<file path="src/rtl/slon5_rlookup.sv">
// slon5_rlookup
//
// Reverse lookup for the slon5 datapath. Given a target table element, it
// scans a synchronous-read table from address 0 upward and reports the
// lowest index that holds the element. The index is returned raw (rsp_idx)
// and polarity-adjusted (rsp_dnum = polarity ? idx : ~idx), which is the
// same rule the forward path uses.
//
// Handshakes: a transfer happens on any rising clk edge where valid and
// ready are both high. Once valid is raised, the producer holds it and its
// payload stable until that edge. The consumer may drive ready freely.
//
// Ports
//   clk, rst        clock, synchronous active-high reset
//   req_valid/ready request handshake; req_value/req_polarity are the payload
//   tbl_rd/tbl_addr table read strobe and address (registered outputs)
//   tbl_data        table read data, valid on the cycle after tbl_rd
//   rsp_valid/ready response handshake; rsp_found/rsp_idx/rsp_dnum are the payload
//   dbg_state       current FSM state (IDLE=0, SCAN=1, RESP=2)

module slon5_rlookup #(
    parameter int IDX_W  = 4,
    parameter int DATA_W = 8,
    parameter int DEPTH  = 16
) (
    input  logic              clk,
    input  logic              rst,
    input  logic              req_valid,
    output logic              req_ready,
    input  logic [DATA_W-1:0] req_value,
    input  logic              req_polarity,
    output logic              tbl_rd,
    output logic [IDX_W-1:0]  tbl_addr,
    input  logic [DATA_W-1:0] tbl_data,
    output logic              rsp_valid,
    input  logic              rsp_ready,
    output logic              rsp_found,
    output logic [IDX_W-1:0]  rsp_idx,
    output logic [IDX_W-1:0]  rsp_dnum,
    output logic [1:0]        dbg_state
);

    typedef enum logic [1:0] {
        IDLE = 2'd0,
        SCAN = 2'd1,
        RESP = 2'd2
    } state_t;

    localparam logic [IDX_W-1:0] LAST_ADDR = IDX_W'(DEPTH - 1);

    state_t state, state_nxt;

    logic [DATA_W-1:0] value_q;
    logic              pol_q;

    // Compare stage: describes the read whose data is on tbl_data this cycle.
    logic              cmp_valid;
    logic [IDX_W-1:0]  cmp_addr;
    logic              cmp_last;

    logic accept;
    logic data_eq;
    logic hit;
    logic miss_done;
    logic rd_last;

    always_comb begin
        accept    = (state == IDLE) && req_valid;
        data_eq   = (tbl_data == value_q);
        hit       = (state == SCAN) && cmp_valid && data_eq;
        miss_done = (state == SCAN) && cmp_valid && cmp_last && !data_eq;
        // Termination uses an explicit last-address compare so the counter
        // never has to wrap when DEPTH equals 2**IDX_W.
        rd_last   = (tbl_addr == LAST_ADDR);
    end

    always_ff @(posedge clk) begin
        if (rst) begin
            state <= IDLE;
        end else begin
            state <= state_nxt;
        end
    end

    always_comb begin
        state_nxt = state;
        case (state)
            IDLE: if (accept)              state_nxt = SCAN;
            SCAN: if (hit || miss_done)    state_nxt = RESP;
            RESP: if (rsp_ready)           state_nxt = IDLE;
            default:                       state_nxt = IDLE;
        endcase
    end

    always_comb begin
        req_ready = (state == IDLE);
        rsp_valid = (state == RESP);
        dbg_state = state;
    end

    always_ff @(posedge clk) begin
        if (rst) begin
            value_q   <= '0;
            pol_q     <= 1'b0;
            tbl_rd    <= 1'b0;
            tbl_addr  <= '0;
            cmp_valid <= 1'b0;
            cmp_addr  <= '0;
            cmp_last  <= 1'b0;
            rsp_found <= 1'b0;
            rsp_idx   <= '0;
            rsp_dnum  <= '0;
        end else begin
            // A read issued this cycle is compared next cycle. A read still
            // in flight when a hit lands is dropped here.
            cmp_valid <= tbl_rd && !hit;
            cmp_addr  <= tbl_addr;
            cmp_last  <= rd_last;

            if (accept) begin
                value_q  <= req_value;
                pol_q    <= req_polarity;
                tbl_rd   <= 1'b1;
                tbl_addr <= '0;
            end else if (state == SCAN) begin
                if (hit) begin
                    tbl_rd    <= 1'b0;
                    rsp_found <= 1'b1;
                    rsp_idx   <= cmp_addr;
                    rsp_dnum  <= pol_q ? cmp_addr : ~cmp_addr;
                end else if (miss_done) begin
                    tbl_rd    <= 1'b0;
                    rsp_found <= 1'b0;
                    rsp_idx   <= '0;
                    rsp_dnum  <= pol_q ? '0 : '1;
                end else if (tbl_rd) begin
                    if (rd_last) begin
                        tbl_rd <= 1'b0;
                    end else begin
                        tbl_addr <= tbl_addr + IDX_W'(1);
                    end
                end
            end
        end
    end

endmodule
</file>
<file path="config.mk">
export PLATFORM = sky130hd
export DESIGN_NAME = slon5_rlookup
export DESIGN_NICKNAME = d
export VERILOG_FILES = /design/src/rtl/slon5_rlookup.sv
export SDC_FILE = /design/constraint.sdc
export NUM_CORES = 1
export LEC_CHECK = 0
export BUFFER_PORTS_ARGS = -buffer_cell sky130_fd_sc_hd__buf_2
export CAP_MARGIN = 10
export CORE_MARGIN = 5
export CORE_UTILIZATION = 42
export DETAILED_ROUTE_END_ITERATION = 16
export PLACE_DENSITY = 0.67
export SLEW_MARGIN = 40
export SYNTH_ARGS = -nofsm -noshare
export SYNTH_HDL_FRONTEND = slang
export SYNTH_SLANG_ARGS = --single-unit
</file>
<file path="constraint.sdc">
create_clock -name clk -period 1.91 [get_ports clk]
set_input_delay 0.573 -clock clk [delete_from_list [all_inputs] [get_ports clk]]
set_output_delay 0.573 -clock clk [all_outputs]
set_load 0.005 [all_outputs]
</file>
==> results.md, run 1 <==
* Yosys Warn Count at 0
* Largest net degree at the start of global routing at 32
* Worst path arrival time at 1.09 ns
* Clock root cell: clkbuf_4
* Power Total at 1230 µW
* FF-to-FF Start: dbg_state[0]$_SDFFE_PP0P_
* Max stage delay cell, worst path: dfxtp_1
* Total wire length at 2700 µm
* Ratio of final minimum period to clock period at 86.9%
* Area contributors post-synth: dfxtp_1 45%, mux2i_1 9.5%, xor2_1 5.1%, nor2_1 3.6%, o221a_1 3.3%
* Detail Route Antenna Nets at 0
* Net Sw Frac at 23.9%
* Chip width at 67.0 µm
* # IOs at 39
* P_int at 938 µW
* Multi-input combinational cell area at 702 µm²
* Slew @ Worst Pin at 0.653 ns
* Final-layout fill cell count at 304
* Drt first pass iters at 4
* Final Hold Viols at 0
* Clock share of power at 34.9%
* Global Route Usage Sum at 13.9%
* Hold depth at 2
* RSZ-0062 raised after global routing: no
* Synth top area share at 45.4%
* Placed Area at 0.00159 mm²
* Clk Latency, worst-skew pair at 0.33 ns
* Drt drc at 0
* Crit Path Max Fanout at 6
* Fraction of the yosys area taken by sequential cells at 45.4%
* CP Capture Type: primary output
* Site row count at 20
* Inserted Clock Buffers at 5
* Final min period at 1.66 ns
* Initial antenna violation count at 0
* Fin cells at 219
* Synthesized area per cell at 10.2 µm²
* Clk pin slew, worst setup/hold paths at 0.09 ns
* Synthesized flop and latch total at 31
* I/O Buffers at 38
* Core area at 0.00308 mm²
* Gate count of the mapped netlist at 134
* Max Transition Viols Final at 0
* Setup violations, final at 0
* Register area at 621 µm²
* Starting Density at 44.4%
* DIE AREA at 0.00449 mm²
* Synth-to-Final Area Change at 21.7%
* GPL Wtd Cong at 0.830
* Rel. slew slack at 56.5%
* NetSw at 295 µW
* CTS Buffer Depth at 2
* Distinct cells, synth at 31
* Peak supply drop at 442 µV
* Number of diodes at 0
* Fmax at 603 MHz
* Die extent in y at 67.0 µm
* Hold_sp: rsp_found$_SDFFE_PP0P_
* CTS H-tree depth at 2
* CP cell instances: inv_1 -> nor2_1 -> buf_2
* Cells after DPL at 211
* Net count after synthesis at 156
* Vias at 1080
* Layout cells sized above 1 at 29.7%
* R2R Path End: tbl_addr[1]$_SDFFE_PP0P_
* Max Cap Violations at 0
* Power density over the cells at 742 mW/mm²
* Synth Cell Area at 0.00137 mm²
* Setup Skew at 0.00507 ns
* CTS tree: done
* Startpoint types: flip-flop
* Sequential Power Share at 55.1%
* Total gr overflow at 0
* Setup TNS at 0 ns
* CTS resizes at 0
* # nets final at 196
* Final Cell Area at 0.00166 mm²
* Outcome: complete, no violations
* Worst r2r path cells at 5
* Vias in the first global route at 1050
* Worst Hold End: rsp_found$_SDFFE_PP0P_
* Required @ worst endpoint at 1.34 ns
* CP peak stage delay at 0.40 ns
* First-pass GRT wire length at 4530 µm
* Min-Delay Path Class: reg -> reg
* WL/cell at 12.3 µm
* Logic pwr share at 10.0%
* Post-CTS setup buffer count at 0
* DRT iter0 DRCs at 42
* CTS Hold Buffers Added at 0
* CTS sink cnt at 31
* Vias per inst at 4.93
* R2r setup slk at 0.31 ns
* Final HPWL DP at 2060 µm
* WS Path Type: reg -> out
* Cell taking the most area after synthesis: dfxtp_1
* Static Leak at 0.000769 µW
-- cells by family after synthesis --
family | count (synthesis) | synth area share [%]
xor gates and xnor gates | 12 | 7.69
buffers and inverters | 11 | 3.20
adders and majority gates | 1 | 0.916
AOI/OAI and AO/OA | 19 | 12.0
and+or+nand+nor | 47 | 21.2
DFF | 31 | 45.4
muxes | 13 | 9.52
-- power by group through the flow --
stage	registers [µW]	logic [µW]	clock network, µW
finish	680	123	430
floorplan	688	92.1	0
CTS	680	125	447
global placement	694	121	0
detailed placement	695	124	0
global route	683	137	483
-- area by class of cell --
cell class              instances  area share [%]
repair buffers                 39            11.9
clock buffers                   8            4.14
well taps                      44            3.31
inverters                       5            1.13
multi-input cells              92            42.2
flip-flops and latches         31            37.3
-- per-stage QoR --
step           hold WS (ns)  setup WS (ns)  util [%]
4_1_cts               0.466          0.232      54.0
5_1_grt               0.471          0.120      54.0
2_1_floorplan         0.453          0.180         -
3_5_place_dp          0.458        -0.0411      51.8
3_3_place_gp          0.454         0.0177      51.8
6_report              0.474          0.251      54.0
-- flip-flops by register name, summed over array words and instances, names as in the netlist --
name       count
rsp_dnum       4
cmp_addr       4
cmp_valid      1
tbl_addr       4
rsp_found      1
tbl_rd         1
value_q        8
pol_q          1
cmp_last       1
dbg_state      2
rsp_idx        4
-- cell usage after synthesis --
cell and number:
dfxtp_1 31, mux2i_1 13, nor2_1 13, nand2_1 8
xor2_1 8, inv_1 5, a21oi_1 4, clkbuf_1 4
nand2b_1 4, nor2b_1 4, o221a_1 4, o32ai_1 4
xnor2_1 4, nand3_1 3, or3_1 3, and3_1 2
and3b_1 2, buf_2 2, nor3_1 2, nor4_4 2
o211ai_1 2, a21o_1 1, a21oi_4 1, and2_1 1
and4_1 1, ha_1 1, nand3_2 1, nor2_8 1
o21ai_2 1, o21ba_1 1, o22ai_1 1
-- placed cells by master (no fill, tap or decap), drive strengths merged --
master	n
nand2	8
o221a	4
nand2b	4
a21o	1
or3	3
o21ai	1
nor3	2
mux2i	13
o211ai	2
nor2	14
nor2b	4
o22ai	1
and3	2
xnor2	4
o32ai	4
a21oi	5
o21ba	1
xor2	8
and2	1
ha	1
and3b	2
inv	5
nor4	2
and4	1
dfxtp	31
clkbuf	8
buf	39
nand3	4
-- worst max-delay path by stage --
stage,cells past startpoint,start,endpoint,slack (ns)
after detailed placement,6,tbl_data[3],tbl_addr[0]$_SDFFE_PP0P_,-0.04
after global placement,6,tbl_data[5],tbl_addr[0]$_SDFFE_PP0P_,0.02
final,3,dbg_state[1]$_SDFFE_PP0P_,rsp_valid,0.25
after floorplan,5,tbl_data[5],tbl_addr[2]$_SDFFE_PP0P_,0.18
after CTS,3,dbg_state[1]$_SDFFE_PP0P_,rsp_valid,0.23
after global routing,5,dbg_state[0]$_SDFFE_PP0P_,tbl_addr[1]$_SDFFE_PP0P_,0.12
-- routing by layer --
metal	global-route usage [%]	vias up	wire, µm
met5	0	-	0
met4	9.11	0	71
met3	4.55	8	161
met2	22.9	24	1320
met1	15.0	504	1150
li1	-	544	-
-- worst max-delay path: cells and delay by family (launching register included) --
| kind | cells | cell delay [ns] |
|---|---|---|
| and+or+nand+nor | 1 | 0.11 |
| buffers and inverters | 2 | 0.25 |
| DFF | 1 | 0.40 |
No activity file was read; power rests on OpenSTA's default activity.
==> run 2, diff against run 1 <==
--- a/config.mk
+++ b/config.mk
@@ -7,10 +7,11 @@
 export LEC_CHECK = 0
 export BUFFER_PORTS_ARGS = -buffer_cell sky130_fd_sc_hd__buf_2
 export CAP_MARGIN = 10
-export CORE_MARGIN = 5
+export CORE_MARGIN = 2
 export CORE_UTILIZATION = 42
+export CTS_CLUSTER_SIZE = 12
 export DETAILED_ROUTE_END_ITERATION = 16
-export PLACE_DENSITY = 0.67
+export PLACE_DENSITY = 0.69
 export SLEW_MARGIN = 40
 export SYNTH_ARGS = -nofsm -noshare
 export SYNTH_HDL_FRONTEND = slang
==> constraint.sdc (replaced) <==
create_clock -name clk -period 1.5 [get_ports clk]
set_input_delay 0.45 -clock clk [delete_from_list [all_inputs] [get_ports clk]]
set_output_delay 0.45 -clock clk [all_outputs]
set_load 0.005 [all_outputs]
==> results.md, run 2 (synthesis gave the netlist of run 1 again) <==
* Top reg by flops: value_q (unchanged)
* Max reg flops at 8 (unchanged)
* Place WS at -0.325 ns (was -0.0411 ns)
* # IOs at 39 (unchanged)
* Starting Density at 44.4% (unchanged)
* P_int at 1170 µW (was 938 µW)
* Chip width at 61.0 µm (was 67.0 µm)
* Number of diodes at 0 (unchanged)
* Max Cap Violations at 0 (unchanged)
* Largest net degree at the start of global routing at 25 (was 32)
* Total gr overflow at 0 (unchanged)
* First-pass GRT wire length at 4640 µm (was 4530 µm)
* Max Transition Viols Final at 0 (unchanged)
* # nets final at 206 (was 196)
* Inserted Clock Buffers at 5 (unchanged)
* Logic pwr share at 13.0% (was 10.0%)
* DRT iter0 DRCs at 17 (was 42)
* CTS Hold Buffers Added at 0 (unchanged)
* Die extent in y at 61.0 µm (was 67.0 µm)
* Drt drc at 0 (unchanged)
* GPL Wtd Cong at 0.748 (was 0.830)
* CTS Buffer Depth at 2 (unchanged)
* Setup violations, final at 13 (was 0)
* Final Cell Area at 0.00187 mm² (was 0.00166 mm²)
* Drt first pass iters at 5 (was 4)
* Core area at 0.00308 mm² (unchanged)
* Sequential Power Share at 56.0% (was 55.1%)
* Net Sw Frac at 25.0% (was 23.9%)
* Peak supply drop at 438 µV (was 442 µV)
* Total wire length at 2910 µm (was 2700 µm)
* NetSw at 390 µW (was 295 µW)
* CP Capture Type: flip-flop (was primary output)
* Outcome: complete, but fails checks (was complete, no violations)
* Final HPWL DP at 2030 µm (was 2060 µm)
* Setup TNS at -0.412 ns (was 0 ns)
* Power density over the cells at 831 mW/mm² (was 742 mW/mm²)
* Ratio of final minimum period to clock period at 104%
* Multi-input combinational cell area at 820 µm² (was 702 µm²)
* Min-Delay Path Class: in -> reg (was reg -> reg)
* Placed Area at 0.00166 mm² (was 0.00159 mm²)
* Layout cells sized above 1 at 46.2% (was 29.7%)
* Final setup margin at -0.0579 ns (was 0.251 ns)
* CTS H-tree depth at 2 (unchanged)
* Vias per inst at 4.87 (was 4.93)
* Crit Path Max Fanout at 5 (was 6)
* Worst path arrival time at 1.82 ns (was 1.09 ns)
* Fmax at 642 MHz
* WS Path Type: reg -> reg (was reg -> out)
* Final min period at 1.56 ns
* I/O Buffers at 38 (unchanged)
* DIE AREA at 0.00373 mm² (was 0.00449 mm²)
* Clk pin slew, worst setup/hold paths at 0.10 ns (was 0.09 ns)
* Register area at 631 µm² (was 621 µm²)
* Final-layout fill cell count at 292 (was 304)
* CTS tree: done (unchanged)
* Initial antenna violation count at 0 (unchanged)
* Most common cell after layout, fill and taps aside: buf_2 (unchanged)
* Synth-to-Final Area Change at 37.1% (was 21.7%)
* Setup Skew at 0.0120 ns (was 0.00507 ns)
* Clock root cell: clkbuf_4 (unchanged)
* Clock share of power at 31.0% (was 34.9%)
* Commonest cells after routing, fill and taps aside: 38 x buf_2, 23 x dfxtp_1, 13 x mux2i_1 (was 38 x buf_2, 31 x dfxtp_1, 13 x nor2_1, 13 x mux2i_1)
* Hold_ws at 0.366 ns (was 0.474 ns)
* Vias at 1110 (was 1080)
* Clk Latency, worst-skew pair at 0.32 ns (was 0.33 ns)
* Required @ worst endpoint at 1.76 ns (was 1.34 ns)
* Final Hold Viols at 0 (unchanged)
* Startpoint types: flip-flop (unchanged)
* Rel. slew slack at 70.6% (was 56.5%)
* Global Route Usage Sum at 17.2% (was 13.9%)
* WL/cell at 12.8 µm (was 12.3 µm)
* CTS sink cnt at 31 (unchanged)
* Vias in the first global route at 1080 (was 1050)
* Static Leak at 0.000840 µW (was 0.000769 µW)
* Failing checks: negative setup slack
* Slew @ Worst Pin at 0.441 ns (was 0.653 ns)
* Site row count at 20 (unchanged)
* RSZ-0062 raised after global routing: yes (was no)
* Detail Route Antenna Nets at 0 (unchanged)
-- run 2: changes by cell type in the layout (fill, tap and decap cells not counted), sizes merged --
cell,change
buf,+10
clkinv,+1
clkbuf,-2
-- run 2: cell type report --
cell class / instances / share of cell area, %
sequential: 31 / 33.7
clock inverter: 1 / 0.267
timing repair buffer: 49 / 15.6
clock buffer: 6 / 2.74
tap: 44 / 2.94
multi-input combinational: 92 / 43.8
inverter: 5 / 1.00
-- run 2: stage by stage --
stage          power (µW)  utilization [%]  cells
4_1_cts              1560             58.0    224
3_5_place_dp         1060             53.8    214
5_1_grt              1630             60.9    228
2_1_floorplan         999                -    134
6_report             1560             60.9    228
3_3_place_gp         1060             53.8    214
-- run 2: critical path, cell delays in order (launching register included) --
cell	delay, ns
dfxtp_2	0.34
xor2_2	0.16
nor4_4	0.39
a21oi_4	0.16
o211ai_1	0.23
mux2i_1	0.22
-- run 2: timing repair --
| action | CTS | global route |
|---|---|---|
| pin swaps | 9 | 7 |
| endpoints found under the setup margin | 16 | 16 |
| gates resized for setup | 13 | 12 |
| setup buffers | 3 | 4 |
| cloned | 0 | 0 |
-- run 2: final timing paths --
path / endpoint / cells past startpoint / from / slack (ns)
min reg2reg: dbg_state[0]$_SDFFE_PP0P_ / 1 / dbg_state[1]$_SDFFE_PP0P_ / 0.46
min: value_q[6]$_SDFFE_PP0P_ / 3 / req_value[6] / 0.37
max: tbl_addr[2]$_SDFFE_PP0P_ / 5 / value_q[3]$_SDFFE_PP0P_ / -0.06
max reg2reg: tbl_addr[2]$_SDFFE_PP0P_ / 5 / value_q[3]$_SDFFE_PP0P_ / -0.06
-- run 2: power groups by stage --
stage	Clock, µW	Combinational (µW)	Sequential (µW)
floorplan	0	121	878
CTS	501	192	871
global route	531	221	876
finish	483	203	872
detailed placement	0	177	886
global placement	0	173	885
-- run 2: per-layer routing --
metal / share of wire (%) / GRT usage, % / vias up
li1: - / - / 559
met1: 43 / 20.5 / 518
met2: 52 / 29.3 / 29
met3: 4.1 / 5.67 / 4
met4: 0.52 / 5.59 / 0
met5: 0 / 0 / -
